$ cat config.mk
export PLATFORM = sky130hd
export DESIGN_NAME = four_bit_down_timer_flat
export DESIGN_NICKNAME = d
export VERILOG_FILES = /design/src/rtl/four_bit_down_timer_if.sv /design/src/rtl/four_bit_down_timer.sv /design/src/flat_wrapper.sv
export SDC_FILE = /design/constraint.sdc
export NUM_CORES = 1
export LEC_CHECK = 0
export CORE_AREA = 8 8 45 47
export CTS_CLUSTER_SIZE = 14
export DETAILED_ROUTE_END_ITERATION = 7
export DIE_AREA = 0 0 53 55
export GPL_TIMING_DRIVEN = 0
export PLACE_DENSITY = 0.73
export SYNTH_ARGS = -nofsm -noshare
export SYNTH_HDL_FRONTEND = slang
export SYNTH_SLANG_ARGS = --single-unit
$ cat constraint.sdc
create_clock -name ck -period 2.25 [get_ports ck]
set_input_delay 0.225 -clock ck [delete_from_list [all_inputs] [get_ports ck]]
set_output_delay 0.225 -clock ck [all_outputs]
set_load 0.01 [all_outputs]
$ cat src/rtl/four_bit_down_timer_if.sv
// four_bit_down_timer_if: control and status bundle between the timer and its controlling logic
interface four_bit_down_timer_if;
    logic       ld;
    logic [3:0] p;
    logic       start;
    logic       stop;
    logic       auto_reload;
    logic [3:0] v;
    logic       busy;
    logic       tc;
    logic       done;
    modport master (output ld, p, start, stop, auto_reload, input v, busy, tc, done);
    modport slave  (input ld, p, start, stop, auto_reload, output v, busy, tc, done);
endinterface

$ cat src/rtl/four_bit_down_timer.sv
// four_bit_down_timer: loadable 4-bit down timer with one-shot and auto-reload modes
module four_bit_down_timer (
    input logic                 ck,
    input logic                 r,
    four_bit_down_timer_if.slave bus
);
    localparam logic [1:0] IDLE = 2'd0;
    localparam logic [1:0] RUN  = 2'd1;
    localparam logic [1:0] DONE = 2'd2;
    logic [1:0] st;
    logic [3:0] rl;
    logic [3:0] cnt;
    // load beats stop beats start beats counting; zero count either reloads or finishes
    always_ff @(posedge ck or negedge r) begin
        if (!r) begin
            st  <= IDLE;
            rl  <= 4'd0;
            cnt <= 4'd0;
        end else if (bus.ld) begin
            rl  <= bus.p;
            cnt <= bus.p;
            st  <= IDLE;
        end else if (st == RUN) begin
            if (bus.stop) st <= IDLE;
            else if (cnt != 4'd0) cnt <= cnt - 4'd1;
            else if (bus.auto_reload) cnt <= rl;
            else st <= DONE;
        end else if (bus.start) begin
            cnt <= rl;
            st  <= RUN;
        end
    end
    // status is decoded purely from registered state
    always_comb begin
        bus.v    = cnt;
        bus.busy = st == RUN;
        bus.tc   = st == RUN && cnt == 4'd0;
        bus.done = st == DONE;
    end
endmodule

$ cat src/flat_wrapper.sv
// flat-port wrapper written by rule: the top's interface ports become plain ports
module four_bit_down_timer_flat 
  (ck, r, bus_ld, bus_p, bus_start, bus_stop, bus_auto_reload, bus_v, bus_busy, bus_tc, bus_done);
  four_bit_down_timer_if bus_i ();
  input logic ck;
  input logic r;
  input wire logic [$bits(bus_i.ld)-1:0] bus_ld;
  input wire logic [$bits(bus_i.p)-1:0] bus_p;
  input wire logic [$bits(bus_i.start)-1:0] bus_start;
  input wire logic [$bits(bus_i.stop)-1:0] bus_stop;
  input wire logic [$bits(bus_i.auto_reload)-1:0] bus_auto_reload;
  output wire logic [$bits(bus_i.v)-1:0] bus_v;
  output wire logic [$bits(bus_i.busy)-1:0] bus_busy;
  output wire logic [$bits(bus_i.tc)-1:0] bus_tc;
  output wire logic [$bits(bus_i.done)-1:0] bus_done;
  assign bus_i.ld = bus_ld;
  assign bus_i.p = bus_p;
  assign bus_i.start = bus_start;
  assign bus_i.stop = bus_stop;
  assign bus_i.auto_reload = bus_auto_reload;
  assign bus_v = bus_i.v;
  assign bus_busy = bus_i.busy;
  assign bus_tc = bus_i.tc;
  assign bus_done = bus_i.done;
  four_bit_down_timer u_core (.ck(ck), .r(r), .bus(bus_i));
endmodule
=== Yosys cells after proc, flatten, opt, wreduce, memory -nomap -nowiden ===
Cells that the tools add are included.

* $lt $le $gt $ge: 0
* Reduce and logical (&&, ||, !) cells: 6
* Multipliers: 0
* Divide/modulo/power cells: 0
* Shift operators: 0
* Equal/unequal tests: 6
* Add/subtract/negate cells: 1
* Multiplexer cells: 12
* Bitwise operators: 0

{| class="wikitable"
|+ Operators by type and width
! kind !! count
|-
| $mux W4 || 6
|-
| $mux W2 || 6
|-
| $ne A4 B4 Y1 const B || 2
|-
| $reduce_and A3 Y1 || 2
|-
| $logic_not A4 Y1 || 1
|-
| $ne A4 B3 Y1 const B || 1
|-
| $reduce_bool A4 Y1 || 1
|-
| $sub A4 B1 Y4 const B || 1
|-
| $ne A3 B3 Y1 const B || 1
|-
| $reduce_bool A3 Y1 || 1
|-
| $eq A2 B1 Y1 const B || 1
|-
| $eq A2 B2 Y1 const B || 1
|-
| $logic_and A1 B1 Y1 || 1
|}

* Memories kept: 0
* Memory bits (writable): 0
* Bits in latches: 0
* Bits in read-only memories: 0
* Logic and storage cells: 28
* Register bits after elaboration: 10
* Input port bits: 10

=== Longest topological paths before layout ===
Gate-level depths: netlist of the first run.

* Word-level depth: 5
* Mapped depth: 7
* Depth with buffers taken out: 6

=== Least setup slack after synthesis of the first run ===
OpenSTA, ideal clock, no wires.

* Path kind: flip-flop to flip-flop
* From: reg u_core.cnt[0] (netlist: u_core.bus.v[0])
* To: reg u_core.cnt[0] (netlist: u_core.bus.v[0])
* Buffers on the path: 1
* Required time: 2.155 ns
* Clock period less this slack: 2.041 ns
* Cell stages (with the launch flop): 8
* Slack: 0.209 ns
* Data arrival time: 1.946 ns
* Cell sequence: dfrtp_1 inv_1 ha_1 or4b_1 a221o_1 buf_6 nor4b_1 nor4b_2

* Cells in the longest elaborated chain, start to end: 5
* Elaborated cells on any way between the ends: 8
* Those cells by class: add/sub: 1; eq/ne: 1; mux: 4; reduce/logical: 2

{| class="wikitable"
|+ Ends and longest elaborated chain
! element !! RTL line !! text
|-
| start: declaration || four_bit_down_timer.sv:12 || <nowiki>logic [3:0] cnt;</nowiki>
|-
| start signal: assignment || four_bit_down_timer.sv:21 || <nowiki>cnt <= bus.p;</nowiki>
|-
| start signal: assignment || four_bit_down_timer.sv:25 || <nowiki>else if (cnt != 4'd0) cnt <= cnt - 4'd1;</nowiki>
|-
| start signal: assignment || four_bit_down_timer.sv:26 || <nowiki>else if (bus.auto_reload) cnt <= rl;</nowiki>
|-
| $sub A4 B1 Y4 or $reduce_bool A4 Y1 (tied branches) || four_bit_down_timer.sv:25 ||
|-
| $mux W4 || four_bit_down_timer.sv:25 ||
|-
| $mux W4 || four_bit_down_timer.sv:24 || <nowiki>if (bus.stop) st <= IDLE;</nowiki>
|-
| $mux W4 || four_bit_down_timer.sv:23 || <nowiki>end else if (st == RUN) begin</nowiki>
|-
| $mux W4 || four_bit_down_timer.sv:19 || <nowiki>end else if (bus.ld) begin</nowiki>
|}

Parallel ways exist; a longest one is shown, timed or not. The select of a mux whose other input is x is not followed.
A chain may end at the register's enable or synchronous reset.

=== Final worst setup path of the first run ===
Same ends and word-level chain as after synthesis.

==> impl_metrics.prom, run 1 <==
# TYPE chip_impl_metric gauge
chip_impl_metric{name="finalCriticalPeriod",unit="ps"} 2160
chip_impl_metric{name="timing.reg2reg.setup_slack",unit="ps"} 90
chip_impl_info{name="timing.setup.critical_path_class",value="reg -> reg"} 1
chip_impl_metric{name="fillCellCount",unit=""} 135
chip_impl_metric{name="insertion_delay",unit="ps"} 270
chip_impl_metric{name="timing_max_transition_violations_final",unit=""} 0
chip_impl_metric{name="die-area",unit="µm²"} 2920
chip_impl_metric{name="die_h",unit="µm"} 55
chip_impl_metric{name="drt-wirelength-per-cell",unit="µm"} 12.7
chip_impl_metric{name="avgSynthCellArea",unit="µm²"} 8.98
chip_impl_metric{name="std_cell_rows",unit=""} 14
chip_impl_info{name="hold_crit_path_type",value="in -> async"} 1
chip_impl_metric{name="layout.nets",unit=""} 95
chip_impl_metric{name="floorplan.core_area",unit="µm²"} 1380
chip_impl_metric{name="numCtsBuffers",unit=""} 3
chip_impl_metric{name="post_route_cells_drive_above_1_share",unit="%"} 8.54
chip_impl_metric{name="dp_hpwl",unit="µm"} 996
chip_impl_metric{name="detail_route.first_pass.iterations",unit=""} 5
chip_impl_metric{name="clock_tree.buffer_depth",unit=""} 2
chip_impl_metric{name="io_buffer_count",unit=""} 16
chip_impl_metric{name="clock-sinks",unit=""} 10
chip_impl_info{name="cp_slowest_cell",value="or4b_1"} 1
chip_impl_metric{name="synth-seq-cells",unit=""} 10
chip_impl_metric{name="top_level_ports",unit=""} 17
chip_impl_metric{name="area_growth",unit="%"} 35.6
chip_impl_metric{name="ys_seq_area_share",unit="%"} 44.2
chip_impl_metric{name="synth_net_count",unit=""} 74
chip_impl_info{name="cts_root_buffer",value="clkbuf_4"} 1
chip_impl_metric{name="layout_worst_path_cycle_share",unit="%"} 95.8
chip_impl_metric{name="antenna_violations_before_repair",unit=""} 0
chip_impl_metric{name="number_of_global_route_vias_before_repair",unit=""} 483
chip_impl_metric{name="hold_viol_final",unit=""} 0
chip_impl_metric{name="vias",unit=""} 518
chip_impl_metric{name="dpl_worst_slack",unit="ps"} 97.6
chip_impl_metric{name="multi_input_area",unit="µm²"} 274
chip_impl_metric{name="post_synth_inst_count",unit=""} 63
chip_impl_metric{name="crit_path_max_fanout",unit=""} 9
chip_impl_metric{name="timing.critical_path.arrival",unit="ps"} 2330
chip_impl_metric{name="antenna_violating_nets_post_route",unit=""} 0
chip_impl_metric{name="num_antenna_cells",unit=""} 0
chip_impl_metric{name="route.detailed.drc",unit=""} 0
chip_impl_metric{name="globalRouteOverflowTotal",unit=""} 0
chip_impl_metric{name="worst_ep_required_time",unit="ps"} 2420
chip_impl_metric{name="cap_viol_max_count",unit=""} 0
chip_impl_metric{name="cts.htree.levels",unit=""} 1
chip_impl_metric{name="power.density",unit="nW/µm²"} 625
chip_impl_metric{name="power_leakage",unit="nW"} 0.338
chip_impl_metric{name="finalWeightedCongestion",unit=""} 0.785
chip_impl_info{name="result_of_the_run",value="finished clean"} 1
chip_impl_info{name="tritoncts_clock_tree",value="built"} 1
chip_impl_metric{name="drt_first_iter_violations",unit=""} 15
chip_impl_metric{name="slew-limit-headroom",unit="%"} 69.3
chip_impl_metric{name="syn_area",unit="µm²"} 566
chip_impl_metric{name="netlist-cell-type-count",unit=""} 24
chip_impl_metric{name="start_util",unit="%"} 40.9
chip_impl_metric{name="post_drt_via_cell_ratio",unit=""} 5.29
chip_impl_metric{name="grt_first_pass_wirelength",unit="µm"} 2160
chip_impl_metric{name="max_freq",unit="MHz"} 464
chip_impl_metric{name="postCtsSetupBuffers",unit=""} 0
chip_impl_metric{name="maximum_number_of_pins_on_one_net_before_global_route_repair",unit=""} 11
chip_impl_info{name="start_kind",value="register"} 1
chip_impl_metric{name="irDropWorstVdd",unit="V"} 0.000327
chip_impl_metric{name="yosys_warnings",unit=""} 0
chip_impl_metric{name="drt_wl_total",unit="µm"} 1250
chip_impl_metric{name="holdWs",unit="ps"} 275
chip_impl_metric{name="worst_slew_pin_slew",unit="ps"} 459
chip_impl_metric{name="finalWorstSetupSlack",unit="ps"} 94.1
chip_impl_metric{name="crit_path_max_incr_delay",unit="ps"} 480
chip_impl_metric{name="final_core_util",unit="%"} 55.4
chip_impl_info{name="rsz_0062_raised_after_global_routing",value="no"} 1
chip_impl_info{name="critPathCaptureType",value="register"} 1
chip_impl_metric{name="timing.critical_path.buf_inv",unit=""} 2
chip_impl_metric{name="seqCellArea",unit="µm²"} 250
chip_impl_metric{name="timing.final.setup_violations",unit=""} 0
chip_impl_metric{name="rr_worst_depth",unit=""} 7
chip_impl_metric{name="clk_pin_slew_worst_paths",unit="ps"} 60
chip_impl_info{name="crit_family",value="simple AND/OR/NAND/NOR gates"} 1
chip_impl_metric{name="power.total",unit="µW"} 479
chip_impl_metric{name="final.setup_skew",unit="ps"} 3.92
chip_impl_info{name="r2r-start",value="u_core.bus.v[0]"} 1
chip_impl_metric{name="die_width",unit="µm"} 53
chip_impl_info{name="r2r_end",value="u_core.bus.v[0]"} 1
chip_impl_metric{name="grt_util_all_layers",unit="%"} 10.2
chip_impl_info{name="timing.critical_path.cells",value="inv_1, ha_1, or4b_1, a221o_1, buf_6, nor4b_1, nor4b_2"} 1
chip_impl_metric{name="setup_tns",unit="ps"} 0
## cells in the mapped netlist
| cell type | number | area, µm² |
|---|---|---|
| a21oi_1 | 5 | 25.0 |
| or4b_1 | 1 | 10.0 |
| nor2b_1 | 3 | 18.8 |
| ha_1 | 1 | 12.5 |
| dfrtp_1 | 10 | 250 |
| nand2b_1 | 1 | 6.26 |
| xnor2_1 | 2 | 17.5 |
| and2_1 | 1 | 6.26 |
| nor3b_1 | 1 | 7.51 |
| a31oi_1 | 3 | 18.8 |
| o21ai_0 | 4 | 20.0 |
| clkbuf_1 | 1 | 3.75 |
| a221o_1 | 1 | 10.0 |
| nand2_1 | 4 | 15.0 |
| buf_6 | 1 | 11.3 |
| nor4b_2 | 1 | 15.0 |
| or3b_2 | 1 | 8.76 |
| a211o_1 | 2 | 17.5 |
| nor4b_1 | 1 | 8.76 |
| nor3_1 | 2 | 10.0 |
| nor2_1 | 8 | 30.0 |
| nand3_1 | 1 | 5.00 |
| inv_1 | 7 | 26.3 |
| mux2_2 | 1 | 11.3 |
## cells in the final DEF (no fill, tap or decap), drive strengths merged
cell type      netlist  final
clkbuf               1      4
buf                  1      1
and2                 1      1
a21oi                5      5
nor2b                3      3
a31oi                3      3
nor2                 8      8
nor3b                1      1
nand2                4      4
dlygate4sd2          0      1
or4b                 1      1
or3b                 1      1
o21ai                4      4
nand2b               1      1
dfrtp               10     10
a221o                1      1
inv                  7      7
nor4b                2      2
ha                   1      1
mux2                 1      1
a211o                2      2
nor3                 2      2
xnor2                2      2
clkdlybuf4s50        0     15
nand3                1      1
## metrics by stage
step,cells,cell area (µm²)
final,98,767
after global routing,98,767
after CTS,98,767
after detailed placement,95,746
after global placement,95,746
after floorplan,63,566
## power breakdown
part           total (mW)  internal [mW]  switching (mW)
clock network       0.120         0.0617          0.0587
registers           0.221          0.200          0.0204
logic               0.138         0.0776          0.0602
total               0.479          0.340           0.139
## cell families (layout without fill, tap and decap cells)
| family | after synthesis | count (layout) | share of synthesized area [%] |
|---|---|---|---|
| and+or+nand+nor | 25 | 25 | 25.0 |
| AOI/OAI and AO/OA | 15 | 15 | 16.2 |
| DFF | 10 | 10 | 44.2 |
| buffers and inverters | 9 | 28 | 7.30 |
| xor gates and xnor gates | 2 | 2 | 3.10 |
| adders and majority gates | 1 | 1 | 2.21 |
| muxes | 1 | 1 | 1.99 |
## flip-flops by register name, summed over array words and instances (netlist names)
name and flops:
u_core.bus.v 4, u_core.st 2, u_core.rl 4
## metal layers
layer | GRT usage, % | vias up | routed length [µm]
met2 | 15.0 | 20 | 570
li1 | - | 257 | -
met1 | 11.7 | 236 | 504
met5 | 0 | - | 0
met3 | 4.01 | 5 | 133
met4 | 7.76 | 0 | 38
## cell type report
type,instances,share of cell area [%]
Clock buffer,3,2.94
Timing Repair Buffer,16,20.7
Buffer,2,1.96
Multi-Input combinational cell,44,35.7
Sequential cell,10,32.6
Tap cell,16,2.61
Inverter,7,3.43
## worst max-delay path by stage
stage	from	to	slack (ps)	depth (start not counted)
final	u_core.bus.v[0]	u_core.bus.v[0]	90	7
after global routing	u_core.bus.v[0]	u_core.bus.v[0]	20	7
after CTS	u_core.bus.v[0]	u_core.bus.v[0]	90	7
after detailed placement	bus_auto_reload	u_core.bus.v[0]	100	6
after global placement	bus_auto_reload	u_core.bus.v[0]	90	6
after floorplan	u_core.bus.v[0]	u_core.bus.v[0]	210	7
## timing repair
| item | CTS | global route |
|---|---|---|
| resized for setup | 1 | 0 |
| setup endpoints to repair | 1 | 0 |
| hold buffers | 0 | 0 |
No activity file was read; power rests on OpenSTA's default activity.
==> run 2: changes to the inputs <==
--- a/config.mk
+++ b/config.mk
@@ -10,6 +10,7 @@
 export DETAILED_ROUTE_END_ITERATION = 7
 export DIE_AREA = 0 0 53 55
 export GPL_TIMING_DRIVEN = 0
+export HOLD_SLACK_MARGIN = 0.12
 export PLACE_DENSITY = 0.73
 export SYNTH_ARGS = -nofsm -noshare
 export SYNTH_HDL_FRONTEND = slang
==> results of run 2 <==
No change in the layout: final DEF, timing and power equal those of run 1.
==> run 3: changes to the inputs <==
--- a/config.mk
+++ b/config.mk
@@ -6,12 +6,14 @@
 export NUM_CORES = 1
 export LEC_CHECK = 0
 export CORE_AREA = 8 8 45 47
+export CTS_CLUSTER_DIAMETER = 50
 export CTS_CLUSTER_SIZE = 14
 export DETAILED_ROUTE_END_ITERATION = 7
 export DIE_AREA = 0 0 53 55
 export GPL_TIMING_DRIVEN = 0
 export HOLD_SLACK_MARGIN = 0.12
-export PLACE_DENSITY = 0.73
+export PLACE_DENSITY_LB_ADDON = 0.2
+export SETUP_SLACK_MARGIN = 0.2
 export SYNTH_ARGS = -nofsm -noshare
 export SYNTH_HDL_FRONTEND = slang
 export SYNTH_SLANG_ARGS = --single-unit
==> impl_metrics.prom, run 3 (synthesis results as in run 1) <==
# TYPE chip_impl_metric gauge
chip_impl_metric{name="clock_tree.buffer_depth",unit=""} 2
chip_impl_metric{name="finalWeightedCongestion",unit=""} 0.796
chip_impl_info{name="tritoncts_clock_tree",value="built"} 1
chip_impl_metric{name="timing.reg2reg.setup_slack",unit="ps"} 260
chip_impl_metric{name="area_growth",unit="%"} 61.7
chip_impl_metric{name="cts.htree.levels",unit=""} 1
chip_impl_metric{name="crit_path_max_incr_delay",unit="ps"} 460
chip_impl_metric{name="power.density",unit="nW/µm²"} 609
chip_impl_metric{name="num_antenna_cells",unit=""} 0
chip_impl_metric{name="layout_worst_path_cycle_share",unit="%"} 88.5
chip_impl_metric{name="rr_worst_depth",unit=""} 8
chip_impl_metric{name="grt_util_all_layers",unit="%"} 12.1
chip_impl_info{name="timing.critical_path.cells",value="inv_2, ha_2, or4b_4, a221o_1, buf_6, buf_4, nand3_1, nor4b_4"} 1
chip_impl_metric{name="power_leakage",unit="nW"} 0.428
chip_impl_metric{name="maximum_number_of_pins_on_one_net_before_global_route_repair",unit=""} 11
chip_impl_metric{name="cap_viol_max_count",unit=""} 0
chip_impl_metric{name="crit_path_max_fanout",unit=""} 3
chip_impl_metric{name="clock_power_share",unit="%"} 22.0
chip_impl_metric{name="switching_fraction",unit="%"} 29.3
chip_impl_metric{name="detail_route.first_pass.iterations",unit=""} 4
chip_impl_metric{name="clock-sinks",unit=""} 10
chip_impl_info{name="critPathCaptureType",value="register"} 1
chip_impl_metric{name="final.setup_skew",unit="ps"} 1.21
chip_impl_metric{name="final_core_util",unit="%"} 66.1
chip_impl_metric{name="seq_power_share",unit="%"} 39.6
chip_impl_metric{name="insertion_delay",unit="ps"} 260
chip_impl_info{name="cp_slowest_cell",value="or4b_4"} 1
chip_impl_metric{name="power.total",unit="µW"} 557
chip_impl_metric{name="slew-limit-headroom",unit="%"} 69.0
chip_impl_metric{name="route.detailed.drc",unit=""} 0
chip_impl_info{name="rsz_0062_raised_after_global_routing",value="yes"} 1
chip_impl_metric{name="post_dp_cell_area",unit="µm²"} 746
chip_impl_metric{name="timing.final.setup_violations",unit=""} 0
chip_impl_metric{name="globalRouteOverflowTotal",unit=""} 0
chip_impl_info{name="r2r-start",value="u_core.bus.v[0]"} 1
chip_impl_info{name="result_of_the_run",value="finished clean"} 1
chip_impl_info{name="hold_crit_path_type",value="in -> async"} 1
chip_impl_metric{name="max_freq",unit="MHz"} 502
chip_impl_metric{name="placed_cells",unit=""} 95
chip_impl_metric{name="post_route_cells_drive_above_1_share",unit="%"} 27.8
chip_impl_metric{name="numCtsBuffers",unit=""} 3
chip_impl_metric{name="drt_wl_total",unit="µm"} 1540
chip_impl_metric{name="floorplan.core_area",unit="µm²"} 1380
chip_impl_metric{name="clk_pin_slew_worst_paths",unit="ps"} 60
chip_impl_metric{name="top_level_ports",unit=""} 17
chip_impl_metric{name="io_buffer_count",unit=""} 16
chip_impl_metric{name="finalCriticalPeriod",unit="ps"} 1990
chip_impl_metric{name="worst_ep_required_time",unit="ps"} 2430
chip_impl_metric{name="dpl_worst_slack",unit="ps"} 115
chip_impl_metric{name="die_h",unit="µm"} 55
chip_impl_metric{name="std_cell_rows",unit=""} 14
chip_impl_metric{name="finalWorstSetupSlack",unit="ps"} 258
chip_impl_metric{name="post_drt_via_cell_ratio",unit=""} 5.05
chip_impl_metric{name="drt_first_iter_violations",unit=""} 5
chip_impl_metric{name="total_net_switching_power",unit="µW"} 163
chip_impl_metric{name="power.internal",unit="µW"} 394
chip_impl_metric{name="start_util",unit="%"} 40.9
chip_impl_info{name="cts_root_buffer",value="clkbuf_4"} 1
chip_impl_info{name="timing.setup.critical_path_class",value="reg -> reg"} 1
chip_impl_metric{name="layout.nets",unit=""} 110
chip_impl_metric{name="setup_tns",unit="ps"} 0
chip_impl_metric{name="holdWs",unit="ps"} 278
chip_impl_metric{name="timing.critical_path.arrival",unit="ps"} 2170
chip_impl_metric{name="stdcell_count",unit=""} 113
chip_impl_metric{name="vias",unit=""} 571
chip_impl_metric{name="worst_slew_pin_slew",unit="ps"} 464
chip_impl_info{name="start_kind",value="register"} 1
chip_impl_metric{name="antenna_violating_nets_post_route",unit=""} 0
chip_impl_metric{name="postCtsHoldBufs",unit=""} 0
chip_impl_metric{name="share_comb_of_total_power",unit="%"} 38.5
chip_impl_info{name="r2r_end",value="u_core.bus.v[0]"} 1
chip_impl_metric{name="drt-wirelength-per-cell",unit="µm"} 13.6
chip_impl_metric{name="timing.critical_path.buf_inv",unit=""} 3
chip_impl_metric{name="irDropWorstVdd",unit="V"} 0.000382
chip_impl_metric{name="final_design_area_no_fill",unit="µm²"} 915
chip_impl_metric{name="fillCellCount",unit=""} 113
chip_impl_metric{name="antenna_violations_before_repair",unit=""} 0
chip_impl_metric{name="die-area",unit="µm²"} 2920
chip_impl_metric{name="die_width",unit="µm"} 53
chip_impl_metric{name="timing_max_transition_violations_final",unit=""} 0
chip_impl_metric{name="grt_first_pass_wirelength",unit="µm"} 2620
chip_impl_metric{name="number_of_global_route_vias_before_repair",unit=""} 606
chip_impl_metric{name="hold_viol_final",unit=""} 0
chip_impl_info{name="crit_family",value="simple AND/OR/NAND/NOR gates"} 1
chip_impl_metric{name="dp_hpwl",unit="µm"} 990
chip_impl_info{name="final_cell_mix",value="clkdlybuf4s50_1 (15), buf_4 (15), dfrtp_1 (10)"} 1
==> run 3: power groups by stage <==
stage	sequential [mW]	combinational [mW]	clock [mW]
after floorplan	0.226	0.0716	0
after global placement	0.223	0.140	0
after detailed placement	0.224	0.140	0
after CTS	0.219	0.202	0.124
after global routing	0.223	0.237	0.132
final	0.220	0.214	0.122
==> run 3: how the worst max path moves through the flow <==
stage / depth (start not counted) / slack, ps / start / end
2_1_floorplan: 7 / 210 / u_core.bus.v[0] / u_core.bus.v[0]
3_3_place_gp: 6 / 120 / bus_auto_reload / u_core.bus.v[0]
3_5_place_dp: 6 / 110 / bus_auto_reload / u_core.bus.v[0]
4_1_cts: 5 / 200 / u_core.bus.v[0] / bus_tc
5_1_grt: 12 / 160 / u_core.bus.v[0] / u_core.bus.v[0]
6_report: 8 / 260 / u_core.bus.v[0] / u_core.bus.v[0]
==> run 3: per-layer routing <==
metal,global-route usage (%),routed length (µm),vias to the layer above
met4,6.47,34,0
li1,-,-,286
met2,20.5,748,14
met5,0,0,-
met1,13.4,653,266
met3,3.74,101,5
==> run 3: cell type report <==
cell class                 count  area (µm²)  area share [%]
clock buffer                   3        22.5            2.46
buffer                         2        15.0            1.64
timing repair buffer          31         272            29.7
sequential                    10         250            27.4
tap                           16        20.0            2.19
inverter                       7        26.3            2.87
multi-input combinational     44         309            33.8
==> run 3: timing repair <==
item / 4_1_cts / 5_1_grt
resized for setup: 5 / 4
setup endpoints to repair: 2 / 4
buffers inserted: 14 / 1
pin swaps: 3 / 2
